[src/rtl/aes_seq_pkg.sv]
// Shared types and constants for the AES trace sequencer.
// Latency: n/a (declarations only).
// Backpressure: n/a (declarations only).
package aes_seq_pkg;

    localparam int DEF_DATA_W = 128;
    localparam int DEF_CNT_W  = 16;
    localparam int DEF_GAP_W  = 8;

    // Feedback taps for x^128 + x^7 + x^2 + x + 1 in left-shifting Galois form.
    localparam logic [127:0] LFSR_TAPS = 128'h87;

    typedef enum logic [2:0] {
        ST_IDLE = 3'd0,
        ST_LOAD = 3'd1,
        ST_RUN  = 3'd2,
        ST_GAP  = 3'd3,
        ST_DONE = 3'd4
    } state_t;

    typedef enum logic [1:0] {
        MODE_FIXED = 2'b00,
        MODE_INCR  = 2'b01,
        MODE_LFSR  = 2'b10,
        MODE_TVLA  = 2'b11
    } mode_t;

endpackage

[src/rtl/aes_seq_lfsr.sv]
// Galois LFSR supplying pseudo-random plaintexts; an all-zero load is replaced by SEED.
// Latency: load/step take effect on the next clock edge; o_state is the register output.
// Backpressure: none; i_load has priority over i_step.
module aes_seq_lfsr
    import aes_seq_pkg::*;
#(
    parameter int             W    = DEF_DATA_W,
    parameter logic [W-1:0]   SEED = W'(1)
) (
    input  logic         i_clk,
    input  logic         i_rst_n,
    input  logic         i_load,
    input  logic [W-1:0] i_load_val,
    input  logic         i_step,
    output logic [W-1:0] o_state
);

    logic [W-1:0] r_state;
    logic [W-1:0] w_next;

    // One Galois step: shift left, fold the outgoing MSB back through the taps.
    always_comb begin
        w_next = {r_state[W-2:0], 1'b0};
        if (r_state[W-1]) begin
            w_next = w_next ^ LFSR_TAPS[W-1:0];
        end
    end

    // State register; zero would lock the LFSR, so it is swapped for SEED.
    always_ff @(posedge i_clk or negedge i_rst_n) begin
        if (!i_rst_n) begin
            r_state <= SEED;
        end else if (i_load) begin
            r_state <= (i_load_val == '0) ? SEED : i_load_val;
        end else if (i_step) begin
            r_state <= w_next;
        end
    end

    assign o_state = r_state;

endmodule

[src/rtl/aes_trace_sequencer.sv]
// Drives an AES core through N back-to-back encryptions under one key and captures each ciphertext.
// Latency: start at cycle t gives first AES_en at t+2; per trace = core latency + 1 + max(gap,1) + 1.
// Backpressure: none; start is only accepted in IDLE, a silent core aborts the run after TIMEOUT cycles.
module aes_trace_sequencer
    import aes_seq_pkg::*;
#(
    parameter int                DATA_W    = DEF_DATA_W,
    parameter int                CNT_W     = DEF_CNT_W,
    parameter int                GAP_W     = DEF_GAP_W,
    parameter int                TIMEOUT   = 64,
    parameter int                BYTE_SEL  = 12,
    parameter logic [DATA_W-1:0] LFSR_SEED = DATA_W'(1)
) (
    input  logic              AES_clk,
    input  logic              AES_rst_n,
    input  logic              start,
    input  logic [1:0]        mode,
    input  logic [CNT_W-1:0]  num_traces,
    input  logic [GAP_W-1:0]  gap_cycles,
    input  logic [DATA_W-1:0] base_pt,
    input  logic [DATA_W-1:0] key,
    input  logic [DATA_W-1:0] AES_data_out,
    input  logic              AES_data_out_valid,
    output logic              AES_en,
    output logic [DATA_W-1:0] AES_data_in,
    output logic [DATA_W-1:0] AES_key_in,
    output logic              busy,
    output logic              done,
    output logic              trigger,
    output logic [DATA_W-1:0] ct_out,
    output logic              ct_valid,
    output logic [CNT_W-1:0]  trace_idx,
    output logic              timeout_err
);

    localparam int TMR_W = $clog2(TIMEOUT + 1);

    state_t            r_state;
    state_t            w_state_nxt;
    mode_t             r_mode;
    logic [CNT_W-1:0]  r_num;
    logic [CNT_W-1:0]  r_trace_idx;
    logic [GAP_W-1:0]  r_gap;
    logic [GAP_W-1:0]  r_gap_cnt;
    logic [TMR_W-1:0]  r_tmr;
    logic [DATA_W-1:0] r_base;
    logic [DATA_W-1:0] r_key;
    logic [DATA_W-1:0] r_data_in;
    logic [DATA_W-1:0] r_ct;
    logic              r_en;
    logic              r_trig;
    logic              r_ct_vld;
    logic              r_err;

    logic              w_accept;
    logic              w_load;
    logic              w_capture;
    logic              w_timeout;
    logic              w_gap_end;
    logic              w_last;
    logic              w_use_lfsr;
    logic [GAP_W-1:0]  w_gap_eff;
    logic [7:0]        w_incr_byte;
    logic [DATA_W-1:0] w_pt;
    logic [DATA_W-1:0] w_lfsr;

    assign w_load     = (r_state == ST_LOAD);
    assign w_last     = ((r_trace_idx + CNT_W'(1)) == r_num);
    assign w_gap_eff  = (r_gap == '0) ? GAP_W'(1) : r_gap;
    // The LFSR only advances when its value was actually consumed for this trace.
    assign w_use_lfsr = w_load && ((r_mode == MODE_LFSR) ||
                                   ((r_mode == MODE_TVLA) && r_trace_idx[0]));

    aes_seq_lfsr #(
        .W    (DATA_W),
        .SEED (LFSR_SEED)
    ) u_lfsr (
        .i_clk      (AES_clk),
        .i_rst_n    (AES_rst_n),
        .i_load     (w_accept),
        .i_load_val (base_pt),
        .i_step     (w_use_lfsr),
        .o_state    (w_lfsr)
    );

    // Next-state and control strobes; valid is checked before timeout so a late result still counts.
    always_comb begin
        w_state_nxt = r_state;
        w_accept    = 1'b0;
        w_capture   = 1'b0;
        w_timeout   = 1'b0;
        w_gap_end   = 1'b0;
        case (r_state)
            ST_IDLE: begin
                if (start) begin
                    w_accept    = 1'b1;
                    w_state_nxt = (num_traces == '0) ? ST_DONE : ST_LOAD;
                end
            end
            ST_LOAD: w_state_nxt = ST_RUN;
            ST_RUN: begin
                if (AES_data_out_valid) begin
                    w_capture   = 1'b1;
                    w_state_nxt = ST_GAP;
                end else if (r_tmr == TMR_W'(TIMEOUT - 1)) begin
                    w_timeout   = 1'b1;
                    w_state_nxt = ST_DONE;
                end
            end
            ST_GAP: begin
                if (r_gap_cnt == (w_gap_eff - GAP_W'(1))) begin
                    w_gap_end   = 1'b1;
                    w_state_nxt = w_last ? ST_DONE : ST_LOAD;
                end
            end
            ST_DONE: w_state_nxt = ST_IDLE;
            default: w_state_nxt = ST_IDLE;
        endcase
    end

    // Plaintext for the trace about to be loaded, chosen by the latched mode.
    always_comb begin
        w_pt        = r_base;
        w_incr_byte = r_base[8*BYTE_SEL +: 8] + r_trace_idx[7:0];
        case (r_mode)
            MODE_INCR: w_pt[8*BYTE_SEL +: 8] = w_incr_byte;
            MODE_LFSR: w_pt = w_lfsr;
            MODE_TVLA: begin
                if (r_trace_idx[0]) begin
                    w_pt = w_lfsr;
                end
            end
            default: w_pt = r_base;
        endcase
    end

    // FSM state register.
    always_ff @(posedge AES_clk or negedge AES_rst_n) begin
        if (!AES_rst_n) begin
            r_state <= ST_IDLE;
        end else begin
            r_state <= w_state_nxt;
        end
    end

    // Sequence configuration, captured once per accepted start.
    always_ff @(posedge AES_clk or negedge AES_rst_n) begin
        if (!AES_rst_n) begin
            r_mode <= MODE_FIXED;
            r_num  <= '0;
            r_gap  <= '0;
            r_base <= '0;
            r_key  <= '0;
        end else if (w_accept) begin
            r_mode <= mode_t'(mode);
            r_num  <= num_traces;
            r_gap  <= gap_cycles;
            r_base <= base_pt;
            r_key  <= key;
        end
    end

    // Core drive, capture, per-trace counters and the sticky error flag.
    always_ff @(posedge AES_clk or negedge AES_rst_n) begin
        if (!AES_rst_n) begin
            r_en        <= 1'b0;
            r_trig      <= 1'b0;
            r_ct_vld    <= 1'b0;
            r_err       <= 1'b0;
            r_data_in   <= '0;
            r_ct        <= '0;
            r_trace_idx <= '0;
            r_tmr       <= '0;
            r_gap_cnt   <= '0;
        end else begin
            r_trig   <= w_load;
            r_ct_vld <= w_capture;

            if (w_load) begin
                r_en <= 1'b1;
            end else if (w_capture || w_timeout) begin
                r_en <= 1'b0;
            end

            if (w_load) begin
                r_data_in <= w_pt;
            end

            if (w_capture) begin
                r_ct <= AES_data_out;
            end

            if (w_accept) begin
                r_err <= 1'b0;
            end else if (w_timeout) begin
                r_err <= 1'b1;
            end

            // The index stays on the last trace once the sequence completes.
            if (w_accept) begin
                r_trace_idx <= '0;
            end else if (w_gap_end && !w_last) begin
                r_trace_idx <= r_trace_idx + CNT_W'(1);
            end

            if (w_load) begin
                r_tmr <= '0;
            end else if (r_state == ST_RUN) begin
                r_tmr <= r_tmr + TMR_W'(1);
            end

            if (w_capture) begin
                r_gap_cnt <= '0;
            end else if (r_state == ST_GAP) begin
                r_gap_cnt <= r_gap_cnt + GAP_W'(1);
            end
        end
    end

    assign AES_en      = r_en;
    assign AES_data_in = r_data_in;
    assign AES_key_in  = r_key;
    assign busy        = (r_state != ST_IDLE);
    assign done        = (r_state == ST_DONE);
    assign trigger     = r_trig;
    assign ct_out      = r_ct;
    assign ct_valid    = r_ct_vld;
    assign trace_idx   = r_trace_idx;
    assign timeout_err = r_err;

endmodule

[config.mk]
export PLATFORM = sky130hd
export DESIGN_NAME = aes_trace_sequencer
export DESIGN_NICKNAME = d
export VERILOG_FILES = /design/src/rtl/aes_seq_pkg.sv /design/src/rtl/aes_seq_lfsr.sv /design/src/rtl/aes_trace_sequencer.sv
export SDC_FILE = /design/constraint.sdc
export NUM_CORES = 1
export LEC_CHECK = 0
export BUFFER_PORTS_ARGS = -buffer_cell sky130_fd_sc_hd__buf_2
export CAP_MARGIN = 20
export CORE_AREA = 4 4 313 315
export CTS_BUF_LIST = sky130_fd_sc_hd__clkbuf_8
export DETAILED_ROUTE_END_ITERATION = 6
export DIE_AREA = 0 0 317 319
export SLEW_MARGIN = 20
export SYNTH_ARGS = -nofsm -noshare
export SYNTH_HDL_FRONTEND = slang
export SYNTH_SLANG_ARGS = --single-unit
[constraint.sdc]
create_clock -name AES_clk -period 6.6 [get_ports AES_clk]
set_clock_uncertainty 0.15 [all_clocks]
set_input_delay 0.66 -clock AES_clk [delete_from_list [all_inputs] [get_ports AES_clk]]
set_output_delay 0.66 -clock AES_clk [all_outputs]
set_load 0.01 [all_outputs]
==> flow_summary.json <==
{
  "status": "complete, but fails checks",
  "failed_checks": "DRC",
  "routed-wl-met2_um": 56190,
  "initial_core_util_pct": 31.04,
  "antenna_found_initial": 18,
  "worst_setup_path_start_kind": "register",
  "power_per_cell_area_nw_per_um2": 467.0,
  "slew_headroom_pct": 21.31,
  "syn-cell-area_um2": 29450,
  "reg2reg_depth": 9,
  "synth-edff-count": 0,
  "coreArea_um2": 94870,
  "clkTransAtPathRegs_ns": 0.06,
  "yosysTopAreaCell": "dfrtp_1",
  "yosysWarnings": 0,
  "period_needed_ns": 3.726,
  "synth_top_area_share_pct": 59.73,
  "dieArea_um2": 101100,
  "wl_met3_um": 9366,
  "p_sw_mw": 8.019,
  "dieWidth_um": 317,
  "num_rows": 113,
  "synth_nets": 3829,
  "place.gp.congestion": 0.9028,
  "grt_first_pass_wirelength_um": 178800,
  "hp-class": "input pin to register",
  "worstHoldStart": "key[77]",
  "fmax_mhz": 268.4,
  "crit_path_max_fanout": 16,
  "rsz0062_at_grt": "false",
  "synthArstFlopShare_pct": 100.0,
  "detail_route.iter0.violations": 2477,
  "area_delta_synth_final_pct": 40.98,
  "synth-main-ff-cell": "dfrtp_1",
  "via_count": 28780,
  "finalSetupViolations": 0,
  "final_layout_size_suffix_gt1_share_pct": 22.66,
  "worst_ep_required_time_ns": 7.16,
  "ir_drop_mv": 0.2462,
  "p_leak_nw": 21.47,
  "whs_path_depth": 3,
  "routed.top_layer": "met5",
  "layout_commonest_cell": "nand2_1",
  "synth_seq_area_share_pct": 59.82,
  "totalWireLength_um": 118200,
  "grt_max_degree": 209,
  "switching_share_pct": 41.35,
  "cts_sinks": 704,
  "remaining_drc_errors": 3,
  "design_area_um2": 41520,
  "wire_per_inst_um": 19.86,
  "die_h_um": 319,
  "final_cell_mix": "1623 x nand2_1, 818 x buf_2, 703 x dfrtp_1",
  "grt_overflow_total": 0,
  "grt_pass1_vias": 29070,
  "r2r_setup_slack_ns": 2.87,
  "clk_path_buf_depth": 3,
  "cts_resized": 0,
  "worst_pin_slew_ns": 1.180,
  "h-tree-depth": 4,
  "first_pass_iters": 7,
  "arrival_ns": 4.29,
  "final_max_slew_viol_count": 0,
  "placed_area_um2": 34700,
  "place.port_buffers": 819,
  "wl_met1_um": 45860,
  "r2r_start": "trace_idx[0]$_DFFE_PN0P_",
  "boundaryPins": 820,
  "via_per_inst": 4.833,
  "ys_types": 57,
  "syn_area_per_cell_um2": 8.654,
  "cts_tree": "done",
  "crit_type": "register to register",
  "netlist_top_cells_area": "dfrtp_1 60%, nand2_1 21%, a31oi_1 5.3%",
  "worstSetupEndpointType": "register",
  "p_comb_share_pct": 38.3,
  "grt_use_total_pct": 22.94,
  "root_buffer": "clkbuf_8",
  "clock_latency_ns": 0.80,
  "p_int_mw": 11.37,
  "cts_buffers": 131,
  "setup_tns_ns": 0,
  "synth_seq_cells": 704,
  "clkPwrFrac_pct": 22.2,
  "synthCells": 3403,
  "worstReg2RegEnd": "trace_idx[9]$_DFFE_PN0P_",
  "hold_viol_final": 0,
  "whs_endpoint": "AES_key_in[77]$_DFFE_PN0P_",
  "drv_cap": 0,
  "pwr-share-seq_pct": 39.5,
  "hpwl_um": 81140,
  "drtAntennaViolNets": 0,
  "post-route-period-util_pct": 56.45,
  "fin_nets": 5011
}
[power by group through the flow]
| stage | combinational, mW | clock (mW) | sequential, mW |
|---|---|---|---|
| 6_report | 7.43 | 4.30 | 7.66 |
| 5_1_grt | 8.30 | 4.64 | 7.89 |
| 4_1_cts | 7.48 | 4.43 | 7.62 |
| 3_5_place_dp | 7.26 | 0 | 7.66 |
| 3_3_place_gp | 7.15 | 0 | 7.61 |
| 2_1_floorplan | 3.76 | 0 | 7.90 |
[how the worst max path moves through the flow]
| stage | cells past startpoint | start | slack (ns) | end |
|---|---|---|---|---|
| floorplan | 12 | r_gap[3]$_DFFE_PN0P_ | 3.65 | trace_idx[10]$_DFFE_PN0P_ |
| global placement | 9 | trace_idx[0]$_DFFE_PN0P_ | 2.95 | trace_idx[4]$_DFFE_PN0P_ |
| detailed placement | 9 | trace_idx[0]$_DFFE_PN0P_ | 2.89 | trace_idx[4]$_DFFE_PN0P_ |
| CTS | 9 | trace_idx[0]$_DFFE_PN0P_ | 2.87 | trace_idx[4]$_DFFE_PN0P_ |
| global route | 9 | trace_idx[0]$_DFFE_PN0P_ | 2.54 | trace_idx[4]$_DFFE_PN0P_ |
| finish | 9 | trace_idx[0]$_DFFE_PN0P_ | 2.87 | trace_idx[9]$_DFFE_PN0P_ |
[critical path: stages, from the launching register on]
cell and delay (ns):
dfrtp_1 0.74, nand3_1 0.46, nor3_1 0.39, mux2_2 0.37
nor4_1 0.23, nand4_1 0.18, o31ai_2 0.45, buf_4 0.29
and2_4 0.25, a21o_1 0.14
[per-layer routing]
metal | GRT usage (%) | vias to the layer above
met4 | 12.03 | 2
met2 | 37.42 | 1177
met5 | 0 | -
li1 | - | 13450
met1 | 27.13 | 13870
met3 | 7.143 | 286
[state kept, by name, summed over array words and instances, names as in the netlist, 2 cells and up]
name            flops
r_state             3
r_mode              2
r_gap               8
r_base            128
AES_key_in        128
r_tmr               7
u_lfsr.o_state    128
AES_data_in       128
trace_idx          16
r_gap_cnt           8
r_num              16
ct_out            128
[synth_stat cells (3+ instances only)]
master	instances
buf_1	13
mux2i_1	11
nor3_1	7
nor3b_1	3
a21oi_1	32
nand2_1	1625
a221oi_1	5
and3_1	7
nand2b_1	9
clkbuf_1	189
nor2_1	274
buf_2	5
dfrtp_1	703
a21o_1	13
nand4_1	19
and4_1	3
a31oi_1	248
nor2b_1	3
o21ai_0	51
a22o_1	5
xnor2_1	23
inv_1	11
ha_1	11
xor2_1	19
a21boi_0	3
nand3_1	20
or3_1	8
or2_2	5
nor4_1	41
o221ai_1	3
[kinds of logic (layout without fill, tap and decap cells)]
family / count (synthesis) / in the layout / synth area share (%)
flops: 704 / 704 / 59.82
xor+xnor: 42 / 42 / 1.249
buf+inv: 219 / 1489 / 2.838
other cells: 0 / 17 / 0
fa+ha+maj: 12 / 12 / 0.5353
mux: 13 / 13 / 0.4503
compound gates: 379 / 379 / 8.042
simple gates: 2034 / 2034 / 27.06
[timing repair]
action | 4_1_cts | 5_1_grt
buffers inserted | 0 | 0
hold endpoints to repair | 629 | 0
hold buffers | 410 | 0
[through the flow]
step / setup WS [ns] / instances / hold slack, ns / total power [mW] / util, %
2_1_floorplan: 3.650 / 3403 / 0.2144 / 11.66 / -
3_3_place_gp: 2.952 / 5306 / 0.3027 / 14.76 / 36.58
3_5_place_dp: 2.889 / 5306 / 0.3062 / 14.92 / 36.58
4_1_cts: 2.871 / 5937 / 0.002111 / 19.53 / 43.69
5_1_grt: 2.537 / 5954 / 0.04279 / 20.82 / 43.76
6_report: 2.874 / 5955 / 0.08961 / 19.39 / 43.77
[area by class of cell]
| cell class | count | area [um2] |
|---|---|---|
| inverters | 11 | 51.30 |
| flip-flops and latches | 704 | 17620 |
| clock buffers | 170 | 2340 |
| repair buffers | 1257 | 8522 |
| clock inverters | 51 | 302.8 |
| fillers | 9262 | 53350 |
| well taps | 1265 | 1583 |
| diodes | 17 | 42.54 |
| multi-input cells | 2480 | 11060 |
No activity file was read; power rests on OpenSTA's default activity.
